## config.mk

```make
export PLATFORM = sky130hd
export DESIGN_NAME = tbu_reorder_buf
export DESIGN_NICKNAME = d
export VERILOG_FILES = /design/src/rtl/tbu_reorder_buf.sv
export SDC_FILE = /design/constraint.sdc
export NUM_CORES = 1
export LEC_CHECK = 0
export CORE_MARGIN = 3
export CORE_UTILIZATION = 62
export CTS_CLUSTER_SIZE = 28
export DETAILED_ROUTE_END_ITERATION = 12
export GPL_TIMING_DRIVEN = 0
export PLACE_DENSITY = 0.79
export SYNTH_ARGS = -nofsm -noshare
export SYNTH_HDL_FRONTEND = slang
export SYNTH_SLANG_ARGS = --single-unit
```

## constraint.sdc

```tcl
create_clock -name clk -period 2.1 [get_ports clk]
set_input_delay 0.42 -clock clk [delete_from_list [all_inputs] [get_ports clk]]
set_output_delay 0.42 -clock clk [all_outputs]
set_load 0.02 [all_outputs]
```

## src/rtl/tbu_reorder_buf.sv

```systemverilog
// Traceback reorder buffer: collects reverse-order decoded bits into a
// ping-pong bank pair and replays each block LIFO so bits leave in time order.
module tbu_reorder_buf #(
   parameter int unsigned BLOCK_LEN = 64,
   parameter int unsigned AW        = 6
) (
   input  logic clk,
   input  logic rst,
   input  logic enable,
   input  logic d_in,
   input  logic wr_en,
   output logic d_out,
   output logic d_out_valid,
   output logic d_out_first,
   output logic d_out_last,
   output logic overflow
);

   typedef enum logic {W_IDLE = 1'b0, W_FILL  = 1'b1} w_state_e;
   typedef enum logic {R_IDLE = 1'b0, R_DRAIN = 1'b1} r_state_e;

   localparam logic [AW-1:0] LAST_ADDR = AW'(BLOCK_LEN - 1);

   w_state_e w_state_q, w_state_d;
   r_state_e r_state_q, r_state_d;
   logic [AW-1:0] wcnt_q, wcnt_d;
   logic [AW-1:0] rptr_q, rptr_d;
   logic          wbank_q, wbank_d;
   logic          rbank_q, rbank_d;
   logic          rfirst_q, rfirst_d;
   logic          dout_q, dout_d;
   logic          valid_q, valid_d;
   logic          first_q, first_d;
   logic          last_q, last_d;
   logic          ovf_q, ovf_d;

   logic [BLOCK_LEN-1:0] mem_q [2];
   logic                 mem_we_c;
   logic                 rd_done_c;
   logic                 comp_full_c;
   logic                 comp_part_c;

   // Next-state logic for both write and read sides, including block hand-off
   always_comb begin
      w_state_d   = w_state_q;
      r_state_d   = r_state_q;
      wcnt_d      = wcnt_q;
      rptr_d      = rptr_q;
      wbank_d     = wbank_q;
      rbank_d     = rbank_q;
      rfirst_d    = rfirst_q;
      dout_d      = dout_q;
      valid_d     = 1'b0;
      first_d     = 1'b0;
      last_d      = 1'b0;
      ovf_d       = ovf_q;
      mem_we_c    = 1'b0;
      rd_done_c   = (r_state_q == R_DRAIN) && (rptr_q == '0);
      comp_full_c = wr_en && (wcnt_q == LAST_ADDR);
      comp_part_c = !wr_en && (w_state_q == W_FILL);

      if (!enable) begin
         w_state_d = W_IDLE;
         r_state_d = R_IDLE;
         wcnt_d    = '0;
         rptr_d    = '0;
         wbank_d   = 1'b0;
         rbank_d   = 1'b0;
         rfirst_d  = 1'b0;
         dout_d    = 1'b0;
         ovf_d     = 1'b0;
      end else begin
         // Drain one bit per cycle, highest address first
         if (r_state_q == R_DRAIN) begin
            dout_d   = mem_q[rbank_q][rptr_q];
            valid_d  = 1'b1;
            first_d  = rfirst_q;
            last_d   = rd_done_c;
            rfirst_d = 1'b0;
            rptr_d   = rptr_q - AW'(1);
            if (rd_done_c) begin
               r_state_d = R_IDLE;
            end
         end

         if (wr_en) begin
            mem_we_c  = 1'b1;
            wcnt_d    = wcnt_q + AW'(1);
            w_state_d = W_FILL;
         end

         // A finished block either moves to the reader or is dropped
         if (comp_full_c || comp_part_c) begin
            wcnt_d    = '0;
            w_state_d = W_IDLE;
            if ((r_state_q == R_IDLE) || rd_done_c) begin
               rbank_d   = wbank_q;
               rptr_d    = comp_full_c ? LAST_ADDR : (wcnt_q - AW'(1));
               r_state_d = R_DRAIN;
               rfirst_d  = 1'b1;
               wbank_d   = ~wbank_q;
            end else begin
               ovf_d = 1'b1;
            end
         end
      end
   end

   // Control and output registers
   always_ff @(posedge clk or negedge rst) begin
      if (!rst) begin
         w_state_q <= W_IDLE;
         r_state_q <= R_IDLE;
         wcnt_q    <= '0;
         rptr_q    <= '0;
         wbank_q   <= 1'b0;
         rbank_q   <= 1'b0;
         rfirst_q  <= 1'b0;
         dout_q    <= 1'b0;
         valid_q   <= 1'b0;
         first_q   <= 1'b0;
         last_q    <= 1'b0;
         ovf_q     <= 1'b0;
      end else begin
         w_state_q <= w_state_d;
         r_state_q <= r_state_d;
         wcnt_q    <= wcnt_d;
         rptr_q    <= rptr_d;
         wbank_q   <= wbank_d;
         rbank_q   <= rbank_d;
         rfirst_q  <= rfirst_d;
         dout_q    <= dout_d;
         valid_q   <= valid_d;
         first_q   <= first_d;
         last_q    <= last_d;
         ovf_q     <= ovf_d;
      end
   end

   // Bank storage; contents need no reset since the reader never sees stale bits
   always_ff @(posedge clk) begin
      if (mem_we_c) begin
         mem_q[wbank_q][wcnt_q] <= d_in;
      end
   end

   assign d_out       = dout_q;
   assign d_out_valid = valid_q;
   assign d_out_first = first_q;
   assign d_out_last  = last_q;
   assign overflow    = ovf_q;

endmodule

```

# == Yosys cells after proc, flatten, opt, wreduce, memory -nomap -nowiden ==
# Memory sizes are Yosys's and may differ from the RTL's.
# Index checks and enable logic that the tools add are counted.
# word_totals
mem_count,1
ramBits,128
out_inout_bits,5
wordCells,82
inputBits,5
regBits,22
# op_classes
addsub,3
eq_ne,6
bitwise,2
n_reduce_logical,10
n_mux,45
n_lt_le_gt_ge,3
# memory_table
memory,depth,width,rd,rd_ports_with_merged_regs,write_ports,line_no,text
mem_q,2,64,1,0,1,37,logic [BLOCK_LEN-1:0] mem_q [2];
# op_table
operator,count
$mux W64,1
$mux W6,8
$mux W1,34
$lt A6 B7 Y1 const B,2
$sub A6 B1 Y6 const B,2
$add A6 B1 Y6 const B,1
$bmux W1 S6,1
$demux W1 S6,1
$eq A6 B6 Y1 const B,1
$ge A6 B1 Y1 const B,1
$logic_not A6 Y1,1
$ne A2 B1 Y1 const B,3
$logic_and A1 B1 Y1,4
$reduce_and A2 Y1,2
$ne A3 B1 Y1 const B,1
$logic_or A1 B1 Y1,2
$ne A2 B2 Y1 const B,1
$not A1 Y1,2
$logic_not A1 Y1,1

# == Depth between registers and ports, before layout ==
# depth
word_depth,7
ltp_mapped,9
depth_no_buf,7

# == Least setup slack after synthesis ==
# OpenSTA, ideal clock, no wires.
# synth_path
path_kind,register -> register
start,register rptr_q[0]
end,register rptr_q[0]
required_time_ns,1.974
setup_slack_ns,0.330
setup_time_ns,0.126
stages_incl_launch_ff,9
path_buffers,3
arrival_time_ns,1.644
path_cell_list,dfrtp_1 -> buf_2 -> inv_2 -> ha_1 -> a21boi_1 -> nand2b_1 -> buf_2 -> buf_6 -> o311a_1
# synth_via
elab_chain_len,6
# synth_lines
element,line_no,text
"start, declared",27,"logic [AW-1:0] rptr_q, rptr_d;"
"start signal, assigned",128,rptr_q <= rptr_d;
branches (longest 4 deep; another with $sub A6 B1 Y6),-,
$mux W6 (*),93,if (comp_full_c || comp_part_c) begin
$mux W6 (*),62,if (!enable) begin
via rptr_d[0],27,
# Mark *: on every way through the listed nets, which the timed path passes.
# A chain may end at the register's enable or synchronous reset.

# == Final worst setup path ==
# layout_path
start,register rbank_q
end,"register dout_q, in the netlist d_out"
# layout_via
elab_chain_len,5
# layout_lines
element,line_no,text
"start, declared",29,"logic rbank_q, rbank_d;"
"start signal, assigned",130,rbank_q <= rbank_d;
$mem_v2 Z2 W64,-,
$bmux W1 S6,75,dout_d = mem_q[rbank_q][rptr_q];
$mux W1 (not written as such),75,
$mux W1,74,if (r_state_q == R_DRAIN) begin
$mux W1,62,
"end signal, assigned",132,dout_q <= dout_d;
"end, declared",31,"logic dout_q, dout_d;"
# No other way between the ends. The select of a mux whose other input is x is not followed.

==> run_summary.xml <==
<?xml version="1.0" encoding="UTF-8"?>
<metrics>
  <group name="timing">
    <metric name="timing_hold_violations_final" unit="">0</metric>
    <metric name="post-route-worst-setup-slack" unit="ns">-0.00218</metric>
    <metric name="finalSetupViolCount" unit="">1</metric>
    <metric name="max_clock_freq" unit="MHz">476</metric>
    <metric name="hold-worst-slack" unit="ns">0.383</metric>
    <metric name="worst_pin_slew" unit="ns">1.08</metric>
    <metric name="setup_total_negative_slack" unit="ns">-0.00218</metric>
    <metric name="fin_crit_sh" unit="%">100</metric>
    <metric name="drv_slew" unit="">0</metric>
    <metric name="finClkSkew" unit="ns">0.00595</metric>
    <metric name="fin_crit" unit="ns">2.10</metric>
    <metric name="relSlewSlack" unit="%">28.2</metric>
  </group>
  <group name="job">
    <metric name="maxCapViolations" unit="">0</metric>
  </group>
  <group name="routing">
    <metric name="drt_pre_antenna_iters" unit="">5</metric>
    <metric name="detailed_route_iter0_violations" unit="">504</metric>
    <metric name="route.met2.wl" unit="mm">8.18</metric>
    <metric name="detail_route.wl_per_cell" unit="um">23.0</metric>
    <metric name="postRouteWirelength" unit="mm">16.7</metric>
    <metric name="routed_wl_met3" unit="mm">1.38</metric>
    <metric name="drc" unit="">0</metric>
    <metric name="drt-met1-wl" unit="mm">6.67</metric>
    <metric name="antenna_left" unit="">0</metric>
    <metric name="avgViaCountPerCell" unit="">6.55</metric>
    <metric name="vias_after_detailed_routing" unit="">4756</metric>
    <metric name="top_layer" unit="">met4</metric>
  </group>
  <group name="layout">
    <metric name="nets" unit="">582</metric>
    <metric name="fin_area" unit="sq um">8080</metric>
    <metric name="multi_input_combinational_cell_area" unit="sq um">2460</metric>
    <metric name="inserted_diodes" unit="">0</metric>
    <metric name="area_delta_synth_final" unit="%">14.6</metric>
    <metric name="post_route_cells_drive_above_1_share" unit="%">18.8</metric>
    <metric name="filler_cell_count" unit="">715</metric>
    <metric name="final-seq-area" unit="sq um">4400</metric>
  </group>
  <group name="worst_setup_path">
    <metric name="cp_cell_sequence" unit="">buf_12 -&gt; buf_4 -&gt; mux4_1 -&gt; mux2i_1 -&gt; o211ai_1 -&gt; o32ai_2 -&gt; a32oi_1</metric>
    <metric name="setup.worst_path.start_class" unit="">flop</metric>
    <metric name="timing.setup.critical_path_class" unit="">reg -&gt; reg</metric>
    <metric name="critical_path_required" unit="ns">2.39</metric>
    <metric name="critPathSlowestCell" unit="">mux4_1</metric>
    <metric name="path_max_fanout" unit="">6</metric>
    <metric name="endpoint_kind" unit="">flop</metric>
    <metric name="critical-path-max-stage-delay" unit="ns">0.60</metric>
    <metric name="cp_data_arrival_time" unit="ns">2.39</metric>
  </group>
  <group name="clocking">
    <metric name="worstSkewPairLatency" unit="ns">0.42</metric>
    <metric name="tritoncts" unit="">built</metric>
    <metric name="worst_setup_hold_path_clk_slew" unit="ns">0.06</metric>
    <metric name="max-clock-path-buffers" unit="">2</metric>
    <metric name="clock_sink_total" unit="">150</metric>
    <metric name="number_of_buffers_created_by_cts" unit="">17</metric>
    <metric name="root_buffer" unit="">clkbuf_16</metric>
    <metric name="postCtsHoldBufs" unit="">0</metric>
    <metric name="clock_tree.htree_level_count" unit="">4</metric>
  </group>
  <group name="pwr">
    <metric name="power_switching" unit="mW">1.51</metric>
    <metric name="power.ir.vdd_worst" unit="mV">0.488</metric>
    <metric name="seqPwrFrac" unit="%">49.3</metric>
    <metric name="power.total" unit="mW">6.67</metric>
    <metric name="power.leakage" unit="nW">2.72</metric>
    <metric name="power_frac_clock" unit="%">43.4</metric>
    <metric name="share_comb_of_total_power" unit="%">7.3</metric>
    <metric name="power_density" unit="nW/um^2">826</metric>
    <metric name="switching_share" unit="%">22.6</metric>
    <metric name="cell_internal_pwr" unit="mW">5.16</metric>
  </group>
  <group name="synth">
    <metric name="synth_edf_count" unit="">128</metric>
    <metric name="synth_area_leaders" unit="">edfxtp_1 55%, dfrtp_1 7.8%, nor2_1 7.0%</metric>
    <metric name="synthDominantAreaCellType" unit="">edfxtp_1</metric>
    <metric name="yosys.cell_types.count" unit="">56</metric>
    <metric name="synth_seq_cells" unit="">150</metric>
    <metric name="synth_warn" unit="">0</metric>
    <metric name="synth_ff_type" unit="">edfxtp_1</metric>
    <metric name="syn-mean-instance-area" unit="sq um">13.2</metric>
    <metric name="syn-cell-area" unit="sq um">7050</metric>
    <metric name="netlist.area_leader.share" unit="%">54.5</metric>
    <metric name="async_flop_share" unit="%">14.7</metric>
    <metric name="synthesis.nets" unit="">543</metric>
    <metric name="synth_cells" unit="">534</metric>
    <metric name="synth_seq_area_share" unit="%">62.4</metric>
  </group>
  <group name="grt">
    <metric name="grt_pass1_wl" unit="mm">25.6</metric>
    <metric name="first_global_vias" unit="">4722</metric>
    <metric name="grt_antenna_before_repair" unit="">0</metric>
    <metric name="grt_usage" unit="%">27.0</metric>
    <metric name="grt_start_max_net_pins" unit="">129</metric>
    <metric name="total_congestion_overflow_after_global_routing" unit="">0</metric>
  </group>
  <group name="outcome">
    <metric name="failed_checks" unit="">setup timing</metric>
    <metric name="outcome" unit="">finished, violations left</metric>
  </group>
  <group name="floorplanning">
    <metric name="die_width" unit="um">113</metric>
    <metric name="die_height" unit="um">113</metric>
    <metric name="fp-row-count" unit="">38</metric>
    <metric name="initial_utilization" unit="%">64.2</metric>
    <metric name="ioPinCount" unit="">10</metric>
    <metric name="die-area" unit="sq um">12700</metric>
    <metric name="core-area" unit="sq um">11000</metric>
  </group>
  <group name="placement">
    <metric name="place.detailed.hpwl" unit="mm">10.5</metric>
    <metric name="dpl-instance-area" unit="sq um">7300</metric>
    <metric name="count_of_buffers_inserted_at_the_top_level_ports" unit="">8</metric>
    <metric name="place.gp.congestion" unit="">0.908</metric>
  </group>
  <group name="min_path">
    <metric name="holdCritPathClass" unit="">in -&gt; reg</metric>
  </group>
</metrics>
## registers in the layout (all words and copies together), names as in the netlist
| signal | count |
|---|---|
| mem_q | 128 |
| d_out | 1 |
| overflow | 1 |
| d_out_last | 1 |
| wbank_q | 1 |
| w_state_q | 1 |
| wcnt_q | 6 |
| r_state_q | 1 |
| d_out_valid | 1 |
| rfirst_q | 1 |
| d_out_first | 1 |
| rptr_q | 6 |
| rbank_q | 1 |
## cell usage after synthesis, types with 4 or more instances
cell      number
a21boi_1       5
a21oi_1        4
a22oi_1        4
and3_1         6
buf_2          8
clkbuf_1      16
dfrtp_1       22
edfxtp_1     128
ha_1           4
inv_1          5
mux2_1         4
mux2_2         4
mux2i_1       11
mux4_1        14
mux4_2        13
nand2_1       39
nand2b_1       5
nand3_1       15
nand4_1        5
nor2_1       131
nor2b_1       13
nor3_1        13
xnor2_1        7
xor2_1         5
## timing repair
item | CTS | global route
setup endpoints to repair | 61 | 76
cloned | 0 | 2
pin swaps | 1 | 2
resized for setup | 10 | 32
setup buffers | 2 | 8
## layout make-up
| type | instances | area share, % |
|---|---|---|
| sequential | 150 | 54.5 |
| multi-input combinational | 342 | 30.4 |
| clock buffer | 17 | 5.27 |
| buffer | 34 | 3.02 |
| timing repair buffer | 20 | 2.51 |
| tap | 140 | 2.17 |
| clock inverter | 15 | 1.72 |
| inverter | 8 | 0.418 |
## layout by cell type (no fill, tap or decap), drive strengths merged, types with 6 or more instances in the layout
| master | count |
|---|---|
| inv | 7 |
| clkbuf | 36 |
| nor2b | 13 |
| mux2 | 10 |
| dfrtp | 22 |
| edfxtp | 128 |
| nand2 | 40 |
| mux2i | 11 |
| nor3 | 13 |
| clkinv | 10 |
| buf | 28 |
| nor2 | 131 |
| xnor2 | 7 |
| mux4 | 27 |
| and3 | 6 |
| nand3 | 15 |
| clkdlybuf4s50 | 7 |
## per-layer routing
metal	vias up	global-route usage, %
li1	2054	-
met1	2392	37.7
met2	261	42.3
met3	49	5.66
met4	0	10.3
met5	-	0
## power by group through the flow
| stage | Combinational, mW | Clock, mW | Sequential (mW) |
|---|---|---|---|
| after floorplan | 0.285 | 0 | 3.34 |
| after global placement | 0.434 | 0 | 3.35 |
| after detailed placement | 0.444 | 0 | 3.35 |
| after CTS | 0.456 | 2.91 | 3.29 |
| after global routing | 0.519 | 3.07 | 3.29 |
| final | 0.484 | 2.90 | 3.29 |
## per-stage QoR
| step | setup slack [ns] | std cells | utilization [%] |
|---|---|---|---|
| after detailed placement | -0.616 | 682 | 66.5 |
| after floorplan | 0.330 | 534 | - |
| final | -0.00218 | 726 | 73.5 |
| after CTS | 0.00536 | 716 | 72.0 |
| after global routing | -0.0372 | 726 | 73.5 |
| after global placement | -1.81 | 682 | 66.5 |
## logic make-up (layout without fill, tap and decap cells)
group | Yosys count | count (layout) | synth area share, %
AND/OR/NAND/NOR | 241 | 241 | 15.1
flip-flops | 150 | 150 | 62.4
multiplexers | 48 | 48 | 12.6
buffers and inverters | 42 | 94 | 3.39
AO/OA/AOI/OAI | 37 | 37 | 4.32
XOR/XNOR | 12 | 12 | 1.49
adder cells (fa/ha/maj) | 4 | 4 | 0.710
## path summary, 6_finish.rpt
kind / start / end / slack, ns / cells past startpoint
max: rbank_q / d_out / -0.002 / 7
min: enable / w_state_q / 0.38 / 3
max reg2reg: rbank_q / d_out / -0.002 / 7
min reg2reg: overflow / overflow / 0.54 / 2
max in group asynchronous: rst / rbank_q / 0.89 / 1
min in group asynchronous: rst / wcnt_q[4] / 0.54 / 1
## worst max-delay path: cells and delay by family (launching register included)
kind / cells / cell delay (ns)
compound gates: 3 / 0.43
mux: 2 / 0.80
buf+inv: 2 / 0.29
flops: 1 / 0.46
(Power assumes the default switching activity.)
